<file path="config.mk">
export PLATFORM = sky130hd
export DESIGN_NAME = sec_sensor_frontend_flat
export DESIGN_NICKNAME = d
export VERILOG_FILES = /design/src/rtl/sec_sensor_frontend_pkg.sv /design/src/rtl/sec_sensor_frontend_if.sv /design/src/rtl/sec_sensor_frontend_debounce.sv /design/src/rtl/sec_sensor_frontend.sv /design/src/flat_wrapper.sv
export SDC_FILE = /design/constraint.sdc
export NUM_CORES = 1
export LEC_CHECK = 0
export CAP_MARGIN = 25
export CORE_AREA = 3 3 79 66
export DETAILED_ROUTE_END_ITERATION = 12
export DIE_AREA = 0 0 82 69
export PLACE_DENSITY = 0.79
export RECOVER_POWER = 25
export SKIP_LAST_GASP = 1
export SLEW_MARGIN = 25
export SYNTH_ARGS = -nofsm -noshare
export SYNTH_HDL_FRONTEND = slang
export SYNTH_HIERARCHICAL = 1
export SYNTH_SLANG_ARGS = --single-unit
</file>
<file path="constraint.sdc">
create_clock -name clk -period 1.9 [get_ports clk]
set_input_delay 0.19 -clock clk [delete_from_list [all_inputs] [get_ports clk]]
set_output_delay 0.19 -clock clk [all_outputs]
set_load 0.01 [all_outputs]
</file>
<file path="src/rtl/sec_sensor_frontend_pkg.sv">
// Shared definitions for the security-alarm front end and the alarm FSM it feeds.
//   - Channel index constants for the sensor lines.
//   - Alarm FSM state encodings, kept here so both blocks agree on them.
//   - Small helper for debounced rising-edge detection.
package sec_pkg;

  // Channel roles on the sensor_raw bus
  localparam int CH_ARM  = 0;  // arm key
  localparam int CH_TRIG = 1;  // motion sensor
  localparam int CH_DOOR = 2;  // door / tamper line

  // Alarm FSM state encoding, consumed by the downstream FSM
  typedef enum logic [1:0] {
    ST_OFF       = 2'd0,
    ST_ARMED     = 2'd1,
    ST_TRIGGERED = 2'd2,
    ST_ALARM_ON  = 2'd3
  } alarm_state_e;

  // True when a level goes from 0 (prev) to 1 (next)
  function automatic logic rise_detect(input logic prev, input logic next);
    return next & ~prev;
  endfunction

endpackage

</file>
<file path="src/rtl/sec_sensor_frontend_if.sv">
// Bundle of the sensor front-end signals.
//   en          : pulse generation enable (driver -> front end)
//   sensor_raw  : raw asynchronous sensor/key lines (driver -> front end)
//   sens_stable : debounced level per channel (front end -> consumer)
//   arm_pulse / trig_pulse / conf_pulse : single-cycle event pulses (front end -> FSM)
// master = stimulus/consumer side, slave = the front end itself.
interface sec_sensor_frontend_if #(
  parameter int N_CH = 3
) ();

  logic            en;
  logic [N_CH-1:0] sensor_raw;
  logic [N_CH-1:0] sens_stable;
  logic            arm_pulse;
  logic            trig_pulse;
  logic            conf_pulse;

  modport master (
    output en, sensor_raw,
    input  sens_stable, arm_pulse, trig_pulse, conf_pulse
  );

  modport slave (
    input  en, sensor_raw,
    output sens_stable, arm_pulse, trig_pulse, conf_pulse
  );

endinterface

</file>
<file path="src/rtl/sec_sensor_frontend_debounce.sv">
// One sensor line: 2-FF synchroniser, counter debouncer and registered rising-edge pulse.
// Ports:
//   clk, rst_n  : clock, asynchronous active-low reset
//   raw_i       : raw asynchronous line
//   pulse_en_i  : qualifies the rise pulse (sampled together with the stable update)
//   stable_o    : debounced level
//   rise_o      : one-cycle pulse, high in the cycle stable_o goes 0->1
module sec_debounce_ch
  import sec_pkg::*;
#(
  parameter int DEBOUNCE_W   = 8,
  parameter int DEBOUNCE_CNT = 200
) (
  input  logic clk,
  input  logic rst_n,
  input  logic raw_i,
  input  logic pulse_en_i,
  output logic stable_o,
  output logic rise_o
);

  localparam logic [DEBOUNCE_W-1:0] DCNT_LAST = DEBOUNCE_W'(DEBOUNCE_CNT - 1);
  localparam logic [DEBOUNCE_W-1:0] DCNT_ZERO = {DEBOUNCE_W{1'b0}};
  localparam logic [DEBOUNCE_W-1:0] DCNT_ONE  = {{(DEBOUNCE_W-1){1'b0}}, 1'b1};

  logic                  sync1_q;
  logic                  sync2_q;
  logic                  stable_q;
  logic                  stable_d;
  logic                  rise_q;
  logic                  rise_d;
  logic [DEBOUNCE_W-1:0] dcnt_q;
  logic [DEBOUNCE_W-1:0] dcnt_d;

  // Two-stage synchroniser for the asynchronous input
  always_ff @(posedge clk or negedge rst_n) begin
    if (!rst_n) begin
      sync1_q <= 1'b0;
      sync2_q <= 1'b0;
    end else begin
      sync1_q <= raw_i;
      sync2_q <= sync1_q;
    end
  end

  // Debounce: accept a new level only after it persists for DEBOUNCE_CNT cycles
  always_comb begin
    stable_d = stable_q;
    dcnt_d   = dcnt_q;
    if (sync2_q == stable_q) begin
      // Any agreement (including a glitch ending) restarts the persistence count
      dcnt_d = DCNT_ZERO;
    end else if (dcnt_q == DCNT_LAST) begin
      stable_d = sync2_q;
      dcnt_d   = DCNT_ZERO;
    end else begin
      dcnt_d = dcnt_q + DCNT_ONE;
    end
    rise_d = rise_detect(stable_q, stable_d) & pulse_en_i;
  end

  // Debounce state and edge pulse registers
  always_ff @(posedge clk or negedge rst_n) begin
    if (!rst_n) begin
      stable_q <= 1'b0;
      dcnt_q   <= DCNT_ZERO;
      rise_q   <= 1'b0;
    end else begin
      stable_q <= stable_d;
      dcnt_q   <= dcnt_d;
      rise_q   <= rise_d;
    end
  end

  assign stable_o = stable_q;
  assign rise_o   = rise_q;

endmodule

</file>
<file path="src/rtl/sec_sensor_frontend.sv">
// Input stage of the security-alarm FSM.
// Conditions N_CH raw sensor lines and produces arm / trigger / confirm pulses.
// Ports:
//   clk, rst_n : clock, asynchronous active-low reset
//   bus        : slave side of sec_sensor_frontend_if
//                (en, sensor_raw in; sens_stable, arm_pulse, trig_pulse, conf_pulse out)
// Channels >= CH_DOOR+1 are only debounced and reported on sens_stable.
module sec_sensor_frontend
  import sec_pkg::*;
#(
  parameter int N_CH         = 3,
  parameter int DEBOUNCE_W   = 8,
  parameter int DEBOUNCE_CNT = 200,
  parameter int CONFIRM_W    = 16,
  parameter int CONFIRM_CNT  = 1000
) (
  input  logic                  clk,
  input  logic                  rst_n,
  sec_sensor_frontend_if.slave  bus
);

  localparam logic [CONFIRM_W-1:0] CCNT_LAST = CONFIRM_W'(CONFIRM_CNT - 1);
  localparam logic [CONFIRM_W-1:0] CCNT_ZERO = {CONFIRM_W{1'b0}};
  localparam logic [CONFIRM_W-1:0] CCNT_ONE  = {{(CONFIRM_W-1){1'b0}}, 1'b1};

  logic [N_CH-1:0]      stable_s;
  logic [N_CH-1:0]      rise_s;
  logic                 unused_rise_s;
  logic [CONFIRM_W-1:0] ccnt_q;
  logic [CONFIRM_W-1:0] ccnt_d;
  logic                 fired_q;
  logic                 fired_d;
  logic                 conf_q;
  logic                 conf_d;

  // One conditioning lane per sensor line
  for (genvar g = 0; g < N_CH; g++) begin : g_ch
    sec_debounce_ch #(
      .DEBOUNCE_W   (DEBOUNCE_W),
      .DEBOUNCE_CNT (DEBOUNCE_CNT)
    ) u_ch (
      .clk        (clk),
      .rst_n      (rst_n),
      .raw_i      (bus.sensor_raw[g]),
      .pulse_en_i (bus.en),
      .stable_o   (stable_s[g]),
      .rise_o     (rise_s[g])
    );
  end

  // Door and auxiliary channels have no edge pulse output
  assign unused_rise_s = ^rise_s[N_CH-1:CH_DOOR];

  // Confirm timer: one pulse per continuous enabled high period of the door line
  always_comb begin
    ccnt_d  = ccnt_q;
    fired_d = fired_q;
    conf_d  = 1'b0;
    if (!bus.en || !stable_s[CH_DOOR]) begin
      ccnt_d  = CCNT_ZERO;
      fired_d = 1'b0;
    end else if (!fired_q && (ccnt_q == CCNT_LAST)) begin
      // Count holds here so it can never wrap while the line stays high
      conf_d  = 1'b1;
      fired_d = 1'b1;
    end else if (!fired_q) begin
      ccnt_d = ccnt_q + CCNT_ONE;
    end else begin
      ccnt_d = ccnt_q;
    end
  end

  // Confirm timer registers
  always_ff @(posedge clk or negedge rst_n) begin
    if (!rst_n) begin
      ccnt_q  <= CCNT_ZERO;
      fired_q <= 1'b0;
      conf_q  <= 1'b0;
    end else begin
      ccnt_q  <= ccnt_d;
      fired_q <= fired_d;
      conf_q  <= conf_d;
    end
  end

  assign bus.sens_stable = stable_s;
  assign bus.arm_pulse   = rise_s[CH_ARM];
  assign bus.trig_pulse  = rise_s[CH_TRIG];
  assign bus.conf_pulse  = conf_q;

endmodule

</file>
<file path="src/flat_wrapper.sv">
// flat-port wrapper written by rule: the top's interface ports become plain ports
module sec_sensor_frontend_flat import sec_pkg::*;
#(
  parameter int N_CH         = 3,
  parameter int DEBOUNCE_W   = 8,
  parameter int DEBOUNCE_CNT = 200,
  parameter int CONFIRM_W    = 16,
  parameter int CONFIRM_CNT  = 1000
)
  (clk, rst_n, bus_en, bus_sensor_raw, bus_sens_stable, bus_arm_pulse, bus_trig_pulse, bus_conf_pulse);
  sec_sensor_frontend_if #(.N_CH(N_CH)) bus_i ();
  input  logic clk;
  input  logic rst_n;
  input wire logic [$bits(bus_i.en)-1:0] bus_en;
  input wire logic [$bits(bus_i.sensor_raw)-1:0] bus_sensor_raw;
  output wire logic [$bits(bus_i.sens_stable)-1:0] bus_sens_stable;
  output wire logic [$bits(bus_i.arm_pulse)-1:0] bus_arm_pulse;
  output wire logic [$bits(bus_i.trig_pulse)-1:0] bus_trig_pulse;
  output wire logic [$bits(bus_i.conf_pulse)-1:0] bus_conf_pulse;
  assign bus_i.en = bus_en;
  assign bus_i.sensor_raw = bus_sensor_raw;
  assign bus_sens_stable = bus_i.sens_stable;
  assign bus_arm_pulse = bus_i.arm_pulse;
  assign bus_trig_pulse = bus_i.trig_pulse;
  assign bus_conf_pulse = bus_i.conf_pulse;
  sec_sensor_frontend #(.N_CH(N_CH), .DEBOUNCE_W(DEBOUNCE_W), .DEBOUNCE_CNT(DEBOUNCE_CNT), .CONFIRM_W(CONFIRM_W), .CONFIRM_CNT(CONFIRM_CNT)) u_core (.clk(clk), .rst_n(rst_n), .bus(bus_i));
endmodule
</file>
==> qor.txt, run 1 <==
status -> complete, no violations
clock tree root driver cell -> clkbuf_8
hold_sp -> u_core/g_ch[1].u_ch/sync1_q$_DFF_PN0_
initial antenna violation count -> 0
PwrDens -> 649 nW/µm²
Routed Antenna Nets -> 0
Global Route Usage Sum -> 18.1%
commonest non-fill, non-tap cell in the layout -> dfrtp_1
Fin Setup TNS -> 0 ns
Max Root-Sink Buffers -> 2
R2R Path Start -> u_core/ccnt_q[12]$_DFFE_PN0P_
critical path fanouts, max -> 7
CTS buffer count -> 5
delay-heaviest family, CP -> simple AND/OR/NAND/NOR gates
nature of the critical path endpoint -> flip-flop
Initial Util -> 57.5%
mapped cell area -> 2590 µm²
post-layout worst setup margin -> 0.0902 ns
max frequency -> 553 MHz
Period minus WS final -> 1.81 ns
via count -> 1806
total grt overflow -> 0
final WL -> 4.54 mm
worst hold path type -> reg2reg
Die Y -> 69 µm
Worst Skew -> 0.00735 ns
Ant. Diodes -> 0
final setup violation count -> 0
share of layout cells above drive strength 1 -> 14.8%
max-cap violation count -> 0
first-pass GRT wire length -> 8.09 mm
final hold violations -> 0
# rows -> 22
CTS tree -> done
fin nets -> 269
Vias/cell -> 5.70
CP Buf/Inv Count -> 0
Worst Path Arrival -> 2.00 ns
Max VDD drop -> 0.000485 V
Iteration-0 DRC Markers -> 84
clock sinks -> 53
Setup crit start -> u_core/ccnt_q[12]$_DFFE_PN0P_
H-tree levels -> 2
largest net degree at the start of global routing -> 23
CP max stage delay -> 0.56 ns
Synth warnings -> 6
most frequent cells in the layout -> 53 x dfrtp_1, 24 x nor2_1, 17 x nand3_1
unrepaired setup endpoints after global routing -> no
Tot Pwr -> 1.88 mW
die area -> 5660 µm²
GP Congestion -> 0.933
crit start category -> flip-flop
fin crit share -> 95.3%
Avg Cell Area, Syn -> 11.1 µm²
Chip Width -> 82 µm
CP required -> 2.09 ns
P_leak -> 1.27 nW
CP cell instances -> or4_4 > nor4_4 > or4_2 > a21oi_1
post-CTS setup buffer count -> 0
drt wl/cell -> 14.3 µm
worst rel slew slack -> 28.9%
# DRC -> 0
max-slew violation count -> 0
CP max-delay cell -> or4_4
syn nets -> 247
post-placement setup slack -> 0.102 ns
area delta synth->final -> 11.6%
Port Buf Inserts -> 11
Core ar. -> 4510 µm²
final core occ -> 64.1%
crit path kind -> reg2reg
worst skew pair latency -> 0.30 ns
post-DP HPWL -> 3.32 mm
vias in the first global route -> 1788
DR pass1 iterations -> 4
Worst-Margin Slew -> 1.07 ns
clock slew at reported path FFs -> 0.09 ns
Gate Count Post-Synth -> 234
ports placed on the boundary -> 12
final timing paths:
| kind | to | slack (ns) | cells after the start |
|---|---|---|---|
| min | u_core/g_ch[1].u_ch/sync2_q$_DFF_PN0_ | 0.36 | 0 |
| min in group asynchronous | u_core/g_ch[2].u_ch/dcnt_q[6]$_DFF_PN0_ | 0.59 | 2 |
| max | u_core/ccnt_q[3]$_DFFE_PN0P_ | 0.09 | 4 |
| min reg2reg | u_core/g_ch[1].u_ch/sync2_q$_DFF_PN0_ | 0.36 | 0 |
| max in group asynchronous | u_core/ccnt_q[1]$_DFFE_PN0P_ | 0.42 | 3 |
| max reg2reg | u_core/ccnt_q[3]$_DFFE_PN0P_ | 0.09 | 4 |
area by class of cell:
type | instances | area, µm²
fillers | 371 | 1620
flip-flops and latches | 53 | 1330
multi-input cells | 168 | 1220
repair buffers | 17 | 149
well taps | 60 | 75.1
clock buffers | 6 | 72.6
inverters | 11 | 41.3
clock inverters | 2 | 13.8
what timing repair did:
item	4_1_cts	5_1_grt
hold buffers	1	0
endpoints found under the hold margin	19	0
resized for setup	0	1
endpoints found under the setup margin	0	1
routing by layer:
layer	part of all wire (%)	global-route usage, %	up-vias
met5	0	0	-
met4	1.2	5.72	0
met3	3.5	4.31	5
met2	45	26.5	33
met1	50	26.5	871
li1	-	-	897
metrics by stage:
step / cell area [µm²] / hold slack, ns / std cells
2_1_floorplan: 2590 / -0.106 / 234
3_3_place_gp: 2800 / 0.163 / 308
3_5_place_dp: 2800 / 0.166 / 308
4_1_cts: 2890 / 0.307 / 317
5_1_grt: 2900 / 0.376 / 317
6_report: 2900 / 0.359 / 317
report_power, final:
group / switching, mW / internal, mW / leakage, nW
combinational: 0.0510 / 0.0338 / 0.502
clock: 0.355 / 0.263 / 0.0456
sequential: 0.0278 / 1.15 / 0.719
total: 0.434 / 1.45 / 1.27
state kept, by name, summed over array words and instances (netlist names):
signal and cells:
u_core/g_ch.u_ch/sync1_q 3, u_core/g_ch.u_ch/stable_o 3, u_core/g_ch.u_ch/dcnt_q 24, u_core/bus.conf_pulse 1, u_core/g_ch.u_ch/rise_o 2, u_core/g_ch.u_ch/sync2_q 3, u_core/ccnt_q 16, u_core/fired_q 1
No activity file was read; power rests on OpenSTA's default activity.
==> inputs of run 2 (changes only) <==
- CELL_PAD_IN_SITES_DETAIL_PLACEMENT: default -> 0
- CELL_PAD_IN_SITES_GLOBAL_PLACEMENT: default -> 1
- CORE_AREA: 3 3 79 66 -> 3 3 87 73
- DIE_AREA: 0 0 82 69 -> 0 0 90 76
==> run 2 against run 1 <==
Cell count up 6.3%. Sequential power about the same. Non-clock buffer count grew 2. Combinational power down 2%. Flip-flop and latch count did not move. Sequential share of layout area fell by 0.70 points.
==> qor.txt, run 2 (synthesized netlist as in run 1, its figures left out) <==
Chip Width -> 90 µm
P_leak -> 1.28 nW
Port Buf Inserts -> 11
Fin Setup TNS -> 0 ns
ports placed on the boundary -> 12
fin crit share -> 94.9%
WHS -> 0.354 ns
fin nets -> 271
final setup violation count -> 0
Final Non-Filler Cells -> 337
# DRC -> 0
commonest non-fill, non-tap cell in the layout -> dfrtp_1
Core ar. -> 5470 µm²
final hold violations -> 0
initial antenna violation count -> 0
# rows -> 24
Period minus WS final -> 1.80 ns
Design Area, Final -> 2940 µm²
Worst Skew -> 0.00984 ns
Routed Antenna Nets -> 0
largest net degree at the start of global routing -> 54
total grt overflow -> 0
clock sinks -> 53
GP Congestion -> 0.791
Ant. Diodes -> 0
first-pass GRT wire length -> 8.15 mm
post-DP HPWL -> 3.09 mm
final WL -> 4.48 mm
Worst-Margin Slew -> 1.28 ns
clock slew at reported path FFs -> 0.09 ns
worst skew pair latency -> 0.30 ns
CTS buffer count -> 5
Iteration-0 DRC Markers -> 54
Tot Pwr -> 1.90 mW
drt wl/cell -> 13.3 µm
crit start category -> flip-flop
Max VDD drop -> 0.000292 V
nature of the critical path endpoint -> flip-flop
via count -> 1764
status -> complete, no violations
H-tree levels -> 2
filler cell count -> 467
Initial Util -> 47.5%
vias in the first global route -> 1741
CTS tree -> done
area delta synth->final -> 13.3%
Max Root-Sink Buffers -> 2
placed cell area -> 2840 µm²
Worst Path Arrival -> 1.99 ns
critical path fanouts, max -> 7
Vias/cell -> 5.23
max-cap violation count -> 0
crit path kind -> reg2reg
PwrDens -> 645 nW/µm²
die area -> 6840 µm²
Global Route Usage Sum -> 14.5%
worst rel slew slack -> 14.7%
share of layout cells above drive strength 1 -> 16.6%
Die Y -> 76 µm
placed cell count -> 327
worst hold path type -> reg2reg
most frequent cells in the layout -> 53 x dfrtp_1, 24 x nor2_1, 17 x nand3_1
number of flip-flops under the largest register name -> 24
Biggest register -> u_core/g_ch.u_ch/dcnt_q
DR pass1 iterations -> 4
clock tree root driver cell -> clkbuf_8
max-slew violation count -> 0
CP required -> 2.08 ns
largest registers -> u_core/g_ch.u_ch/dcnt_q: 24 flops, u_core/ccnt_q: 16 flops
max frequency -> 555 MHz
run 2: cell types whose count changed in the layout (fill, tap and decap cells not counted):
cell        previous run  this run
ha_2                   0         1
clkbuf_1               2         0
ha_1                   7         6
clkinvlp_4             0         1
buf_2                  0         1
buf_4                  4         6
run 2: final cells by class:
cell class / count / area [µm²] / area share [%]
Clock buffer: 5 / 68.8 / 2.34
Clock inverter: 3 / 21.3 / 0.723
Inverter: 11 / 41.3 / 1.40
Multi-Input combinational cell: 168 / 1220 / 41.5
Sequential cell: 53 / 1330 / 45.1
Tap cell: 78 / 97.6 / 3.32
Timing Repair Buffer: 19 / 165 / 5.62
run 2: metrics by stage:
stage	setup WS (ns)	util, %
floorplan	0.205	-
CTS	0.0766	53.8
detailed placement	0.0913	52.0
finish	0.0971	53.8
global route	-0.0127	53.8
global placement	0.130	52.0
run 2: report_power, final:
part	switching [mW]	internal, mW
registers	0.0282	1.15
logic	0.0509	0.0326
clock network	0.374	0.262
run 2: critical path, cell delays in order, from the launching register on:
cell	delay (ns)
dfrtp_1	0.45
or4_1	0.60
nor4_4	0.29
buf_4	0.18
or4_2	0.11
a21oi_1	0.06
run 2: worst paths after layout:
| check | from | to | slack [ns] | depth (start not counted) |
|---|---|---|---|---|
| max reg2reg | u_core/ccnt_q[4]$_DFFE_PN0P_ | u_core/ccnt_q[3]$_DFFE_PN0P_ | 0.1 | 5 |
| max | u_core/ccnt_q[4]$_DFFE_PN0P_ | u_core/ccnt_q[3]$_DFFE_PN0P_ | 0.1 | 5 |
| min | u_core/g_ch[2].u_ch/sync1_q$_DFF_PN0_ | u_core/g_ch[2].u_ch/sync2_q$_DFF_PN0_ | 0.35 | 0 |
| min reg2reg | u_core/g_ch[2].u_ch/sync1_q$_DFF_PN0_ | u_core/g_ch[2].u_ch/sync2_q$_DFF_PN0_ | 0.35 | 0 |
| max in group asynchronous | rst_n | u_core/g_ch[2].u_ch/dcnt_q[6]$_DFF_PN0_ | 0.35 | 3 |
| min in group asynchronous | rst_n | u_core/g_ch[1].u_ch/dcnt_q[7]$_DFF_PN0_ | 0.78 | 3 |
run 2: metal layers:
layer / vias to the layer above / part of all wire (%) / track usage [%]
li1: 892 / - / -
met5: - / 0 / 0
met2: 21 / 43 / 20.4
met4: 0 / 1.1 / 5.05
met3: 4 / 3.1 / 3.16
met1: 847 / 53 / 22.0
run 2: what timing repair did:
action                                 in CTS  in global routing
hold buffers                                1                  0
setup endpoints to repair                   0                  3
endpoints found under the hold margin      53                  0
buffers inserted                            0                  1
resized for setup                           0                  2
